**config.mk**
```make
export PLATFORM = sky130hd
export DESIGN_NAME = result_framer
export DESIGN_NICKNAME = d
export VERILOG_FILES = /design/src/rtl/uart_frame_pkg.sv /design/src/rtl/byte_fifo.sv /design/src/rtl/result_framer.sv
export SDC_FILE = /design/constraint.sdc
export NUM_CORES = 1
export LEC_CHECK = 0
export CORE_MARGIN = 2
export CORE_UTILIZATION = 40
export DETAILED_ROUTE_END_ITERATION = 16
export DONT_BUFFER_PORTS = 1
export PLACE_DENSITY = 0.6
export SYNTH_ARGS = -nofsm -noshare
export SYNTH_HDL_FRONTEND = slang
export SYNTH_HIERARCHICAL = 1
export SYNTH_SLANG_ARGS = --single-unit
```
**constraint.sdc**
```tcl
create_clock -name clk -period 8.3 [get_ports clk]
set_clock_uncertainty 0.2 [all_clocks]
set_input_delay 0.83 -clock clk [delete_from_list [all_inputs] [get_ports clk]]
set_output_delay 0.83 -clock clk [all_outputs]
set_load 0.01 [all_outputs]
```
**src/rtl/uart_frame_pkg.sv**
```systemverilog
// Shared framing definitions: state encoding and default start-of-frame marker.
// Pure declarations; no logic, no latency.
package uart_frame_pkg;

   localparam logic [7:0] SOF_DEFAULT = 8'hA5;

   typedef enum logic [2:0] {
      ST_IDLE,
      ST_SOF,
      ST_LEN_H,
      ST_LEN_L,
      ST_PAYLOAD,
      ST_CSUM,
      ST_DONE
   } frame_state_t;

endpackage

```
**src/rtl/byte_fifo.sv**
```systemverilog
// Byte prefetch FIFO, DEPTH entries (power of two, >= 2); head visible combinationally.
// Push is ignored when full and pop when empty; simultaneous push/pop keeps occupancy.
module byte_fifo #(
   parameter int DEPTH = 4
) (
   input  logic       clk,
   input  logic       rst,
   input  logic       clr,
   input  logic       push,
   input  logic [7:0] push_data,
   input  logic       pop,
   output logic [7:0] pop_data,
   output logic       full,
   output logic       empty
);
   localparam int AW = $clog2(DEPTH);

   logic [7:0]    mem [DEPTH];
   logic [AW-1:0] wr_ptr;
   logic [AW-1:0] rd_ptr;
   logic [AW:0]   count;
   logic          do_push;
   logic          do_pop;

   assign full     = (count == (AW+1)'(DEPTH));
   assign empty    = (count == '0);
   assign do_push  = push && !full;
   assign do_pop   = pop && !empty;
   assign pop_data = mem[rd_ptr];

   always_ff @(posedge clk or negedge rst) begin
      if (!rst) begin
         wr_ptr <= '0;
         rd_ptr <= '0;
         count  <= '0;
      end else if (clr) begin
         wr_ptr <= '0;
         rd_ptr <= '0;
         count  <= '0;
      end else begin
         if (do_push) wr_ptr <= wr_ptr + AW'(1);
         if (do_pop)  rd_ptr <= rd_ptr + AW'(1);
         case ({do_push, do_pop})
            2'b10:   count <= count + (AW+1)'(1);
            2'b01:   count <= count - (AW+1)'(1);
            default: ;
         endcase
      end
   end

   always_ff @(posedge clk) begin
      if (do_push) mem[wr_ptr] <= push_data;
   end

endmodule

```
**src/rtl/result_framer.sv**
```systemverilog
// Streams SOF, 14-bit length, NUM_DATA memory bytes and an XOR checksum to a UART.
// Each byte waits on the synchronized tx_ready level handshake; memory reads prefetch into a small FIFO.
module result_framer
   import uart_frame_pkg::*;
#(
   parameter int         NUM_DATA   = 2500,
   parameter logic [7:0] SOF_BYTE   = SOF_DEFAULT,
   parameter int         FIFO_DEPTH = 4
) (
   input  logic        clk,
   input  logic        rst,
   input  logic        start,
   output logic [13:0] mem_read_sel,
   input  logic [7:0]  mem_read_data,
   input  logic        tx_ready,
   output logic [7:0]  tx_data,
   output logic        tx_start,
   output logic        busy,
   output logic        finish
);
   localparam logic [13:0] LEN  = 14'(NUM_DATA);
   localparam logic [13:0] LAST = 14'(NUM_DATA - 1);

   frame_state_t state;
   logic         rdy_meta;
   logic         rdy_sync;
   logic         rd_done;
   logic [13:0]  pay_cnt;
   logic [7:0]   csum;
   logic         push;
   logic         pop;
   logic         fifo_clr;
   logic         fifo_full;
   logic         fifo_empty;
   logic [7:0]   fifo_head;
   logic [7:0]   next_byte;
   logic         byte_vld;

   // Reset to 1 so an idle transmitter is assumed until the real level arrives.
   always_ff @(posedge clk or negedge rst) begin
      if (!rst) begin
         rdy_meta <= 1'b1;
         rdy_sync <= 1'b1;
      end else begin
         rdy_meta <= tx_ready;
         rdy_sync <= rdy_meta;
      end
   end

   assign fifo_clr = (state == ST_IDLE) && start;
   assign push     = (state inside {ST_LEN_H, ST_LEN_L, ST_PAYLOAD}) && !fifo_full && !rd_done;
   // Payload byte stays at the FIFO head until the transmitter takes it.
   assign pop      = (state == ST_PAYLOAD) && tx_start && !rdy_sync;

   byte_fifo #(.DEPTH(FIFO_DEPTH)) u_fifo (
      .clk       (clk),
      .rst       (rst),
      .clr       (fifo_clr),
      .push      (push),
      .push_data (mem_read_data),
      .pop       (pop),
      .pop_data  (fifo_head),
      .full      (fifo_full),
      .empty     (fifo_empty)
   );

   always_ff @(posedge clk or negedge rst) begin
      if (!rst) begin
         mem_read_sel <= '0;
         rd_done      <= 1'b0;
      end else if (fifo_clr) begin
         mem_read_sel <= '0;
         rd_done      <= 1'b0;
      end else if (push) begin
         if (mem_read_sel == LAST) rd_done      <= 1'b1;
         else                      mem_read_sel <= mem_read_sel + 14'd1;
      end
   end

   always_comb begin
      next_byte = SOF_BYTE;
      byte_vld  = 1'b1;
      case (state)
         ST_LEN_H:   next_byte = {2'b00, LEN[13:8]};
         ST_LEN_L:   next_byte = LEN[7:0];
         ST_PAYLOAD: begin
            next_byte = fifo_head;
            byte_vld  = !fifo_empty;
         end
         ST_CSUM:    next_byte = csum;
         default:    ;
      endcase
   end

   always_ff @(posedge clk or negedge rst) begin
      if (!rst) begin
         state    <= ST_IDLE;
         tx_start <= 1'b0;
         tx_data  <= 8'h00;
         busy     <= 1'b0;
         finish   <= 1'b0;
         csum     <= 8'h00;
         pay_cnt  <= '0;
      end else begin
         finish <= 1'b0;
         case (state)
            ST_IDLE: begin
               if (start) begin
                  state   <= ST_SOF;
                  busy    <= 1'b1;
                  csum    <= 8'h00;
                  pay_cnt <= '0;
               end
            end
            ST_SOF, ST_LEN_H, ST_LEN_L, ST_PAYLOAD, ST_CSUM: begin
               if (!tx_start) begin
                  if (rdy_sync && byte_vld) begin
                     tx_data  <= next_byte;
                     tx_start <= 1'b1;
                  end
               end else if (!rdy_sync) begin
                  tx_start <= 1'b0;
                  case (state)
                     ST_SOF:     state <= ST_LEN_H;
                     ST_LEN_H:   state <= ST_LEN_L;
                     ST_LEN_L:   state <= ST_PAYLOAD;
                     ST_PAYLOAD: begin
                        csum    <= csum ^ tx_data;
                        pay_cnt <= pay_cnt + 14'd1;
                        if (pay_cnt == LAST) state <= ST_CSUM;
                     end
                     default: begin
                        state  <= ST_DONE;
                        finish <= 1'b1;
                        busy   <= 1'b0;
                     end
                  endcase
               end
            end
            default: state <= ST_IDLE;
         endcase
      end
   end

endmodule
```
==> out/qor.txt, run 1 <==
layout cells sized above 1: 0.139
global-route wire length before repair: 15300 um
clk_lat worst skew: 0.34 ns
Post-synth ARST share: 0.652
Yosys top cell area share: 0.315
Post-Syn Instances: 394
post-synthesis compound-gate area fraction: 0.139
CP startpoint: state[0]
Non-Filler Instances: 532
Inserted Diodes: 0
largest family of logic cells by synthesized area: simple AND/OR/NAND/NOR gates
row count: 39
WL met2: 4260 um
Synth Area in Simple Gates: 0.149
post-cts gate resize count: 0
WL met1: 4170 um
clock period minus worst slack: 3.42 ns
CTS Root Buffer Type: clkbuf_16
IR drop worst, VDD: 0.000148 V
Post-Route Setup TNS: 0 ns
# setup viols final: 0
max cap viols: 0
core area: 11300 sq um
commonest non-fill, non-tap cell in the layout: dfrtp_1
synthesized area: 4610 sq um
commonest cells after routing, fill and taps aside: dfrtp_1 (58), edfxtp_1 (32), a21oi_1 (29)
Yosys Warn Count: 6
# fillers: 1052
Arrival @ worst endpoint: 3.44 ns
Die Wd: 111 um
register area share after synthesis: 0.535
RSZ-0062 raised after global routing: no
fin. max-slew vios: 0
main area contributors after synthesis: dfrtp_1 (32%), edfxtp_1 (21%), mux4_2 (3.9%)
Sequential Area: 2460 sq um
flops & latches, synth: 92
Final Core Density: 0.442
CTS max path bufs: 2
initial core utilization: 0.407
crit path max fanout: 25
Slew headroom: 0.236
port bufs: 0
area of the multi-input gates: 1960 sq um
Final Net Count: 403
largest net degree at the start of global routing: 59
CP Launch Type: flop
crit path kind: flop to flop
total track usage: 0.154
vias per cell: 5.64
vias in the first global route: 2953
WP data required: 8.32 ns
Period Utilization, post-route: 0.412
leakage power total: 1.88 nW
Max Fclk: 293 MHz
drt first pass iters: 5
highest routed layer: met4
adder-cell share of the synthesized area: 0.0206
commonest register cell after synthesis: dfrtp_1
Detail Route Antenna Nets: 0
H-Tree Depth: 3
Routed WL: 9010 um
Synth area leader: dfrtp_1
die area: 12400 sq um
Worst Tran Pin Value: 1.14 ns
CP endpoint kind: flop
HP Class: input pin to async pin
Fin. Hold Viols: 0
dpl cells: 515
Critical R2R Launch: state[0]
CTS tree: done
clk sink count: 92
vias: 2999
Avg Inst Size Synth: 11.7 sq um
mux cell area share after synthesis: 0.0894
unique cell type count in the Yosys netlist: 61
XOR/XNOR share of the synthesized area: 0.0266
synthesis-to-layout area growth: 8.56%
Met3 Wirelength: 444 um
RePlAce Congestion: 0.757
die height: 111 um
1st-iter DRT viols: 194
register clock-pin slew on the reported worst setup and hold paths: 0.07 ns
total CTS buffers: 9
antenna violations before repair: 0
status: finished clean
Post-synth EDFFs: 32
HPWL after detailed placement: 6010 um
Routed wire per std cell: 16.9 um
PwrDens: 305 nW/um^2
# IOs: 37
Net Count, Synth: 413
Post-route DRC: 0
GR Overflow Total: 0
synth_stat cells, types with 3 or more instances:
master	n
and4_1	5
nand2b_1	5
nor2_1	23
nor4_1	6
dfrtp_1	58
buf_1	3
a31oi_1	3
o21bai_1	3
or4_1	12
edfxtp_1	32
nand3b_1	3
buf_2	7
inv_1	11
ha_1	6
buf_6	4
mux4_2	8
nor2b_1	4
or2_2	3
nor3_1	4
and2_1	4
o22ai_1	3
mux2i_1	13
o211ai_1	10
nand3_1	8
o31ai_1	12
mux2_2	8
xor2_1	12
clkbuf_1	9
nand2_1	21
or3_1	7
a21oi_1	29
o21ai_0	16
o21ai_1	4
report_power, final:
part           internal [mW]  switching (mW)  leakage [nW]
Clock                  0.237           0.181         0.143
Combinational          0.184           0.226         0.665
Sequential             0.556           0.138          1.08
Total                  0.977           0.545          1.88
path summary, 6_finish.rpt:
kind / end / slack, ns / cells after the start
min reg2reg: rdy_sync / 0.16 / 0
max reg2reg: u_fifo/count[1] / 4.88 / 10
min in group clk: rdy_sync / 0.16 / 0
min: rdy_sync / 0.12 / 0
max: u_fifo/count[1] / 4.88 / 10
max in group asynchronous: pay_cnt[11] / 7.49 / 1
stage by stage:
stage          cell area [sq um]  worst slack, ns  total power, mW  hold slack [ns]
2_1_floorplan               4610             5.60             1.03            0.145
3_3_place_gp                4670             4.99             1.10            0.148
3_5_place_dp                4670             4.89             1.11            0.148
4_1_cts                     5000             4.88             1.54            0.108
5_1_grt                     5000             4.60             1.63            0.100
6_report                    5000             4.88             1.52            0.121
worst max-delay path: stages (launching register included):
cell	delay, ns
dfrtp_1	0.94
nor3b_2	0.11
o21ai_1	0.55
inv_1	0.36
inv_2	0.20
o21ba_1	0.17
fa_1	0.40
inv_1	0.09
a311oi_2	0.04
a21oi_1	0.15
a211oi_1	0.06
logic make-up after synthesis:
logic type,after synthesis
adder cells (fa/ha/maj),7
AO/OA/AOI/OAI,94
buffers and inverters,37
flip-flops,92
XOR/XNOR,14
AND/OR/NAND/NOR,120
multiplexers,30
metal layers:
layer	vias to the layer above	global-route usage
li1	1451	-
met1	1492	0.206
met2	45	0.242
met3	11	0.0487
met4	0	0.0486
met5	-	0
repair_timing:
action / 4_1_cts / 5_1_grt
hold buffers: 1 / 0
endpoints found under the hold margin: 58 / 0
setup buffers: 0 / 0
cell type report:
class | instances | share of cell area
repair buffers | 3 | 0.00851
clock buffers | 9 | 0.0450
flip-flops and latches | 92 | 0.493
inverters | 13 | 0.00976
clock inverters | 7 | 0.0160
well taps | 143 | 0.0358
multi-input cells | 265 | 0.392
registers in the layout, indices dropped and copies added, names as in the netlist, 2 cells and up:
name,cells
u_fifo/wr_ptr,2
u_fifo/rd_ptr,2
tx_data,8
csum,8
pay_cnt,14
mem_read_sel,14
state,3
u_fifo/count,3
u_fifo/mem,32
(Power assumes the default switching activity.)
==> inputs of run 2 (changes only) <==
==> constraint.sdc (replaced) <==
create_clock -name clk -period 3.6 [get_ports clk]
set_clock_uncertainty 0.2 [all_clocks]
set_input_delay 0.36 -clock clk [delete_from_list [all_inputs] [get_ports clk]]
set_output_delay 0.36 -clock clk [all_outputs]
set_load 0.01 [all_outputs]
==> run 2 against run 1 <==
Effect of this change: fmax rose by 12%; first-iteration DRC count fell by 9.3%; critical path type unchanged; register-to-register slack got worse by 4.3 ns; clock power rose by 120%; largest cell class unchanged; flip-flop and latch count did not move; final area rose by 2.3%; largest power group unchanged.
==> out/qor.txt, run 2 (synthesis results as in run 1) <==
commonest non-fill, non-tap cell in the layout: dfrtp_1
drt first pass iters: 4 (-1)
worst path cell trace: and2b_2 > o21ai_1 > inv_1 > inv_2 > o21ba_1 > fa_1 > inv_1 > a311oi_2 > a21oi_1 > a211oi_1
1st-iter DRT viols: 176 (-9.3%)
Detail Route Antenna Nets: 0 (unchanged)
Arrival @ worst endpoint: 3.06 ns (-0.38 ns)
synthesis-to-layout area growth: 11.1%
WP data required: 3.62 ns (-4.70 ns)
antenna violations before repair: 0 (unchanged)
die height: 111 um (unchanged)
Die Wd: 111 um (unchanged)
Fin. Hold Viols: 0 (unchanged)
H-Tree Depth: 3 (unchanged)
# setup viols final: 0 (unchanged)
Largest register FFs: 32 (unchanged)
largest net degree at the start of global routing: 61 (+3.4%)
total track usage: 0.157 (+0.00225)
status: finished clean
RSZ-0062 raised after global routing: no
HP Class: input pin to flop
row count: 39 (unchanged)
CTS tree: done
CP Launch Type: flop
port bufs: 0 (unchanged)
register clock-pin slew on the reported worst setup and hold paths: 0.07 ns (about the same)
Top reg by flops: u_fifo/mem
Post-route DRC: 0 (unchanged)
Worst Tran Pin Value: 0.790 ns (-0.353 ns)
slowest CP cell: dfrtp_1
Non-Filler Instances: 546 (+2.6%)
PwrDens: 688 nW/um^2 (+130%)
CTS Root Buffer Type: clkbuf_16
Final Net Count: 417 (+3.5%)
crit path kind: flop to flop
initial core utilization: 0.407 (unchanged)
die area: 12400 sq um (unchanged)
RePlAce Congestion: 0.742 (-2.1%)
fin. max-slew vios: 0 (unchanged)
clk sink count: 92 (unchanged)
largest registers: u_fifo/mem x32, mem_read_sel x14, pay_cnt x14
vias: 3060 (+2.0%)
area post-placement: 4700 sq um (+0.64%)
Period Utilization, post-route: 0.845 (+0.434)
fin area: 5120 sq um (+2.3%)
Post-Route Setup TNS: 0 ns (unchanged)
pre-CTS WS: 0.578 ns (-4.31 ns)
total CTS buffers: 9 (unchanged)
clock period minus worst slack: 3.04 ns (-0.373 ns)
Slew headroom: 0.471 (+0.235)
Max Fclk: 329 MHz (+12%)
CP endpoint kind: flop
HPWL after detailed placement: 6060 um (+0.88%)
WHS: 0.0152 ns (-0.105 ns)
CTS max path bufs: 2 (unchanged)
layout cells sized above 1: 0.144 (+0.00510)
CP peak stage delay: 0.61 ns (-0.33 ns)
Critical Path Most Common Cell: inv_1
Routed wire per std cell: 16.6 um (-2.0%)
crit path max fanout: 17 (-32%)
vias per cell: 5.60 (-0.58%)
commonest cells after routing, fill and taps aside: dfrtp_1 (58), edfxtp_1 (32), a21oi_1 (29)
vias in the first global route: 2983 (+1.0%)
GR Overflow Total: 0 (unchanged)
core area: 11300 sq um (unchanged)
Routed WL: 9060 um (+0.54%)
dpl cells: 519 (+0.78%)
Final Power: 3.52 mW (+130%)
Setup WS post-layout: 0.557 ns (-4.33 ns)
Inserted Diodes: 0 (unchanged)
post-cts gate resize count: 0 (unchanged)
global-route wire length before repair: 15600 um (+1.9%)
IR drop worst, VDD: 0.000312 V (+110%)
leakage power total: 1.95 nW (+3.4%)
Final Core Density: 0.452 (+0.0103)
clk_lat worst skew: 0.34 ns (about the same)
# IOs: 37 (unchanged)
max cap viols: 0 (unchanged)
## run 2: cell types whose count changed in the layout (fill, tap and decap cells not counted), sizes merged
cell         change
buf              +4
bufinv           -1
clkinv           +1
clkinvlp         -2
dlygate4sd3     +10
inv              +2
## run 2: cell type report
| type | instances | area [sq um] |
|---|---|---|
| fillers | 1061 | 6200 |
| repair buffers | 17 | 173 |
| inverters | 13 | 48.8 |
| multi-input cells | 265 | 1960 |
| clock buffers | 9 | 225 |
| well taps | 143 | 179 |
| flip-flops and latches | 92 | 2460 |
| clock inverters | 7 | 66.3 |
## run 2: path summary, 6_finish.rpt
| kind | start | end | slack (ns) | cells after the start |
|---|---|---|---|---|
| max | state[2] | u_fifo/count[1] | 0.56 | 10 |
| min | start | busy | 0.02 | 2 |
| max reg2reg | state[2] | u_fifo/count[1] | 0.56 | 10 |
| min reg2reg | rdy_meta | rdy_sync | 0.17 | 0 |
| max in group asynchronous | rst | rdy_sync | 2.55 | 2 |
| min in group asynchronous | rst | mem_read_sel[5] | 0.31 | 2 |
## run 2: worst max-delay path: cells and delay by family (launching register included)
| family | cells | cell delay (ns) |
|---|---|---|
| compound gates | 5 | 0.98 |
| fa+ha+maj | 1 | 0.40 |
| buf+inv | 3 | 0.40 |
| flops | 1 | 0.61 |
| simple gates | 1 | 0.33 |
## run 2: report_power, final
group	switching (mW)	internal (mW)	leakage, nW	total (mW)
Clock	0.436	0.488	0.145	0.923
Sequential	0.278	1.28	1.08	1.56
Combinational	0.582	0.454	0.726	1.04
Total	1.30	2.22	1.95	3.52
## run 2: timing repair
item	CTS	global route
endpoints found under the setup margin	0	0
hold endpoints to repair	93	0
buffers inserted	0	0
hold buffers	11	0
## run 2: metal layers
layer | share of wire | global-route usage | up-vias
met2 | 0.47 | 0.241 | 45
met3 | 0.038 | 0.0443 | 13
li1 | - | - | 1496
met1 | 0.48 | 0.214 | 1506
met4 | 0.019 | 0.0543 | 0
met5 | 0 | 0 | -
